[config.mk]
export PLATFORM = sky130hd
export DESIGN_NAME = hidden_layer_sequencer
export DESIGN_NICKNAME = d
export VERILOG_FILES = /design/src/rtl/hidden_layer_sequencer.sv
export SDC_FILE = /design/constraint.sdc
export NUM_CORES = 1
export LEC_CHECK = 0
export BUFFER_PORTS_ARGS = -buffer_cell sky130_fd_sc_hd__buf_2
export CAP_MARGIN = 0
export CORE_AREA = 2 2 115 145
export CTS_CLUSTER_DIAMETER = 100
export DETAILED_ROUTE_END_ITERATION = 10
export DIE_AREA = 0 0 117 147
export GPL_TIMING_DRIVEN = 0
export MAX_ROUTING_LAYER = met4
export PLACE_DENSITY = 0.67
export SETUP_SLACK_MARGIN = 0.2
export SYNTH_ARGS = -nofsm -noshare
export SYNTH_HDL_FRONTEND = slang
export SYNTH_SLANG_ARGS = --single-unit
[constraint.sdc]
create_clock -name clk -period 4.1 [get_ports clk]
set_clock_uncertainty 0.05 [all_clocks]
set_input_delay 0.82 -clock clk [delete_from_list [all_inputs] [get_ports clk]]
set_output_delay 0.82 -clock clk [all_outputs]
set_load 0.01 [all_outputs]
[src/rtl/hidden_layer_sequencer.sv]
// Sequences one fully-connected hidden layer: for each unit, streams activations and weights,
// accumulates their products, then writes the shifted and clamped result to the hidden RAM.
module hidden_layer_sequencer #(
   parameter int unsigned N_INPUTS   = 784,
   parameter int unsigned N_HIDDEN   = 32,
   parameter int unsigned FRAC_SHIFT = 8
) (
   input  logic        clk,
   input  logic        rst_n,
   input  logic        start,
   output logic [9:0]  in_addr,
   input  logic [7:0]  in_data,
   output logic [14:0] wt_addr,
   input  logic [7:0]  wt_data,
   output logic [4:0]  hid_addr,
   output logic [7:0]  hid_data,
   output logic        hid_we,
   output logic        busy,
   output logic        done
);

   typedef enum logic [2:0] {StIdle, StRun, StDrain, StWrite, StDone} state_e;

   localparam logic [9:0] LastIn  = 10'(N_INPUTS - 1);
   localparam logic [4:0] LastHid = 5'(N_HIDDEN - 1);

   state_e             state_q, state_d;
   logic [9:0]         i_idx_q, i_idx_d;
   logic [14:0]        wt_addr_q, wt_addr_d;
   logic [4:0]         h_idx_q, h_idx_d;
   logic signed [25:0] acc_q, acc_d;
   logic               valid_q, valid_d;
   logic               hid_we_q, hid_we_d;
   logic [4:0]         hid_addr_q, hid_addr_d;
   logic [7:0]         hid_data_q, hid_data_d;
   logic               busy_q, busy_d;
   logic               done_q, done_d;

   logic signed [16:0] prod;
   logic signed [25:0] acc_sum;
   logic signed [25:0] acc_sh;
   logic [7:0]         acc_sat;

   // Activation is unsigned, so it is zero-extended before the signed multiply.
   assign prod    = $signed({1'b0, in_data}) * $signed(wt_data);
   assign acc_sum = acc_q + {{9{prod[16]}}, prod};
   assign acc_sh  = acc_sum >>> FRAC_SHIFT;

   always_comb begin
      acc_sat = acc_sh[7:0];
      if (acc_sh[25]) begin
         acc_sat = 8'd0;
      end else if (|acc_sh[24:8]) begin
         acc_sat = 8'd255;
      end
   end

   always_comb begin
      state_d    = state_q;
      i_idx_d    = i_idx_q;
      wt_addr_d  = wt_addr_q;
      h_idx_d    = h_idx_q;
      acc_d      = valid_q ? acc_sum : acc_q;
      valid_d    = (state_q == StRun);
      hid_we_d   = 1'b0;
      hid_addr_d = hid_addr_q;
      hid_data_d = hid_data_q;
      case (state_q)
         StIdle: begin
            if (start) begin
               state_d   = StRun;
               i_idx_d   = '0;
               wt_addr_d = '0;
               h_idx_d   = '0;
               acc_d     = '0;
            end
         end
         StRun: begin
            if (i_idx_q == LastIn) begin
               state_d = StDrain;
            end else begin
               i_idx_d   = i_idx_q + 10'd1;
               wt_addr_d = wt_addr_q + 15'd1;
            end
         end
         StDrain: begin
            // The last product lands this cycle, so the write data comes from the summed value.
            state_d    = StWrite;
            hid_we_d   = 1'b1;
            hid_addr_d = h_idx_q;
            hid_data_d = acc_sat;
         end
         StWrite: begin
            if (h_idx_q == LastHid) begin
               state_d = StDone;
            end else begin
               state_d   = StRun;
               h_idx_d   = h_idx_q + 5'd1;
               i_idx_d   = '0;
               wt_addr_d = wt_addr_q + 15'd1;
               acc_d     = '0;
            end
         end
         StDone:  state_d = StIdle;
         default: state_d = StIdle;
      endcase
      busy_d = (state_d != StIdle);
      done_d = (state_d == StDone);
   end

   always_ff @(posedge clk or negedge rst_n) begin
      if (!rst_n) begin
         state_q    <= StIdle;
         i_idx_q    <= '0;
         wt_addr_q  <= '0;
         h_idx_q    <= '0;
         acc_q      <= '0;
         valid_q    <= 1'b0;
         hid_we_q   <= 1'b0;
         hid_addr_q <= '0;
         hid_data_q <= '0;
         busy_q     <= 1'b0;
         done_q     <= 1'b0;
      end else begin
         state_q    <= state_d;
         i_idx_q    <= i_idx_d;
         wt_addr_q  <= wt_addr_d;
         h_idx_q    <= h_idx_d;
         acc_q      <= acc_d;
         valid_q    <= valid_d;
         hid_we_q   <= hid_we_d;
         hid_addr_q <= hid_addr_d;
         hid_data_q <= hid_data_d;
         busy_q     <= busy_d;
         done_q     <= done_d;
      end
   end

   assign in_addr  = i_idx_q;
   assign wt_addr  = wt_addr_q;
   assign hid_addr = hid_addr_q;
   assign hid_data = hid_data_q;
   assign hid_we   = hid_we_q;
   assign busy     = busy_q;
   assign done     = done_q;

endmodule
==> metrics.md <==
| Metric | Value |
|---|---|
| Yosys warns | `0` |
| Number of flops mapped to enable cells by yosys | `0` |
| RSZ-0062 raised after global routing | `yes` |
| Ant diodes | `0` |
| Clock slew at reported path FFs | `0.06 ns` |
| # fillers | `about 1,300` |
| Run status | `finished with violations` |
| # IOs | `60` |
| Largest family of logic cells by synthesized area | `adder cells` |
| Clock Sinks | `76` |
| Initial antenna violation count | `0` |
| Async set-reset flop share out of synthesis | `1.00` |
| Slew Viols, Final | `0` |
| Final min period | `6.85 ns` |
| Initial DRC count | `290` |
| Syn Std Cell Area | `7030 um2` |
| Register bit count reported by yosys | `76` |
| Largest net degree at the start of global routing | `64` |
| DRT Wirelength | `18.4 mm` |
| Share of layout cells above drive strength 1 | `0.343` |
| Final Worst Setup Slack | `-2.75 ns` |
| Failing checks | `negative setup slack` |
| TritonCTS clock tree | `done` |
| WL/cell | `16.4 um` |
| Hpwl dp | `12.5 mm` |
| Root buf cell | `clkbuf_16` |
| Setup crit end kind | `register` |
| Critical Path Source Type | `input pin` |
| Die area | `17,200 um2` |
| Smallest hold slack | `approximately 0.28 ns` |
| Crit path required time | `4.25 ns` |
| Fin Setup TNS | `-56.52 ns` |
| Slew margin rel. | `0.388` |
| Fmax | `between 100 and 150 MHz` |
| Synthesized-area fraction occupied by adder cells | `0.242` |
| Starting Density | `0.441` |
| # rows | `52` |
| Mux share of post-synthesis cell area | `0.0258` |
| Compound-cell area share of the yosys netlist | `0.150` |
| Cell mode on critical path | `fa_1` |
| MaxCap Viol Count | `0` |
| Post-Synth Simple-Gate Area | `0.200` |
| Via count | `6,060` |
| Ys flop type | `dfrtp_1` |
| Vert. Die Dim | `147 um` |
| Core box area | `roughly 16,000 um2` |
| DRT antenna net count | `0` |
| Synth Area per Inst | `9.08 um2` |
| WS Path Type | `input pin to register` |
| Gpl congestion | `0.891` |
| Vias in the first global route | `6,110` |
| Clk_lat worst skew | `0.34 ns` |
| Nets | `1,033` |
| FF+latch area | `1900 um2` |
| Max stage delay on crit path | `0.54 ns` |
| Final Hold Viols | `0` |
| Htree depth | `3` |
| First-pass GRT wire length | `between 20 and 30 mm` |
| TritonCTS buffer count | `9` |
| DRC Markers | `0` |
| # setup viols final | `28` |
| Overall routing resource usage | `0.220` |
| Crit-path max FO | `8` |
| Gate Count Post-Synth | `774` |
| Multi-input gate area | `5730 um2` |
| Final period utilization | `1.67` |
| Hold/Removal Path Class | `input pin to async pin` |
| Seq/Total Area, Yosys | `0.271` |
| DRT Pass-1 Iters | `5` |
| Slowest cell on the critical path | `fa_1` |
| Synth cell types | `70` |
| Layout area overhead | `35.2%` |
| Port bufs | `59` |
| Vias per cell | `5.40` |
| Die width | `117 um` |
| Tightest Pin Transition | `0.917 ns` |
| Congestion Overflow GR | `0` |
| Synth Net Count | `906` |
| Xor/xnor cell area share of the yosys netlist | `0.0598` |
| CTS Hold Bufs | `0` |
| Clock Path Buffers | `2` |
| Worst EP arrival | `about 7.0 ns` |
==> cells by family after synthesis <==
logic type | count (synthesis)
adders and majority gates | 113
muxes | 18
and+or+nand+nor | 271
xor gates and xnor gates | 48
DFF | 76
AOI/OAI and AO/OA | 154
buffers and inverters | 94
==> routing by layer <==
layer	wire, um	up-vias	global-route usage
met3	777	44	0.0375
met4	520	0	0.0641
li1	-	2903	-
met1	7640	2942	0.268
met5	0	-	-
met2	9480	171	0.373
==> registers in the layout, summed over array words and instances, names as in the netlist <==
register  count
busy          1
wt_addr      15
in_addr      10
hid_we        1
valid_q       1
done          1
hid_data      8
h_idx_q       5
hid_addr      5
acc_q        26
state_q       3
==> synthesized netlist by cell type, drive strengths merged, types with 5 or more instances <==
master	instances	area share
or3	11	0.0098
nand2b	5	0.0045
xor2	27	0.034
ha	75	0.13
o21ai	28	0.020
a211oi	10	0.011
nand3	13	0.010
mux2i	17	0.024
nand2	78	0.042
a21oi	45	0.033
o31ai	15	0.018
o211ai	6	0.0064
nor2	72	0.038
nand4	11	0.013
inv	76	0.041
and2	43	0.038
buf	6	0.0050
xnor2	21	0.026
dfrtp	76	0.27
clkbuf	11	0.0059
o21bai	9	0.0096
o21a	5	0.0053
fa	38	0.11
nor3	6	0.0050
and3	5	0.0052
a21o	10	0.011
==> critical path, delay by kind of cell <==
kind | cells | cell delay, ns
adder cells (fa/ha/maj) | 6 | 2.63
AO/OA/AOI/OAI | 11 | 2.05
buffers and inverters | 9 | 0.80
AND/OR/NAND/NOR | 4 | 0.54
XOR/XNOR | 1 | 0.14
==> placed cells by master (no fill, tap or decap), types with 29 or more instances in the layout <==
cell and n:
buf_2 46, fa_1 35, nor2_1 58, ha_1 52, dfrtp_1 76, a21oi_1 29
and2_1 35, buf_4 46, nand2_1 64, inv_1 57
==> final timing paths <==
check | from | end | slack, ns | depth (start not counted)
max reg2reg | acc_q[0] | hid_data[4] | 0.85 | 13
min reg2reg | hid_data[4] | hid_data[4] | 0.43 | 2
min | rst_n | wt_addr[9] | 0.28 | 1
max | wt_data[7] | hid_data[4] | -2.75 | 31
min in group clk | hid_data[4] | hid_data[4] | 0.43 | 2
max in group asynchronous | rst_n | acc_q[5] | 3.14 | 2
==> layout make-up <==
type	count	area share
buffer	17	0.00909
multi-input combinational	604	0.603
sequential	76	0.200
clock buffer	11	0.0245
timing repair buffer	116	0.0972
clock inverter	5	0.00632
tap	216	0.0285
inverter	77	0.0311
==> metrics by stage <==
step                      std cells  worst slack [ns]   util  area, um2
final                          1122             -2.75  0.596       9500
after detailed placement       1050             -3.39  0.494       7880
after global placement         1049             -3.42  0.493       7850
after floorplan                 774             -2.36      -       7290
after CTS                      1103             -2.65  0.562       8960
after global routing           1122             -3.00  0.596       9500
==> timing repair <==
| item | 4_1_cts | 5_1_grt |
|---|---|---|
| setup buffers | 37 | 19 |
| setup endpoints to repair | 29 | 29 |
| pin swaps | 74 | 47 |
| resized for setup | 117 | 82 |
Power is not shown: default switching activity piles up to over one toggle a cycle in this logic, so the estimate is an artifact.
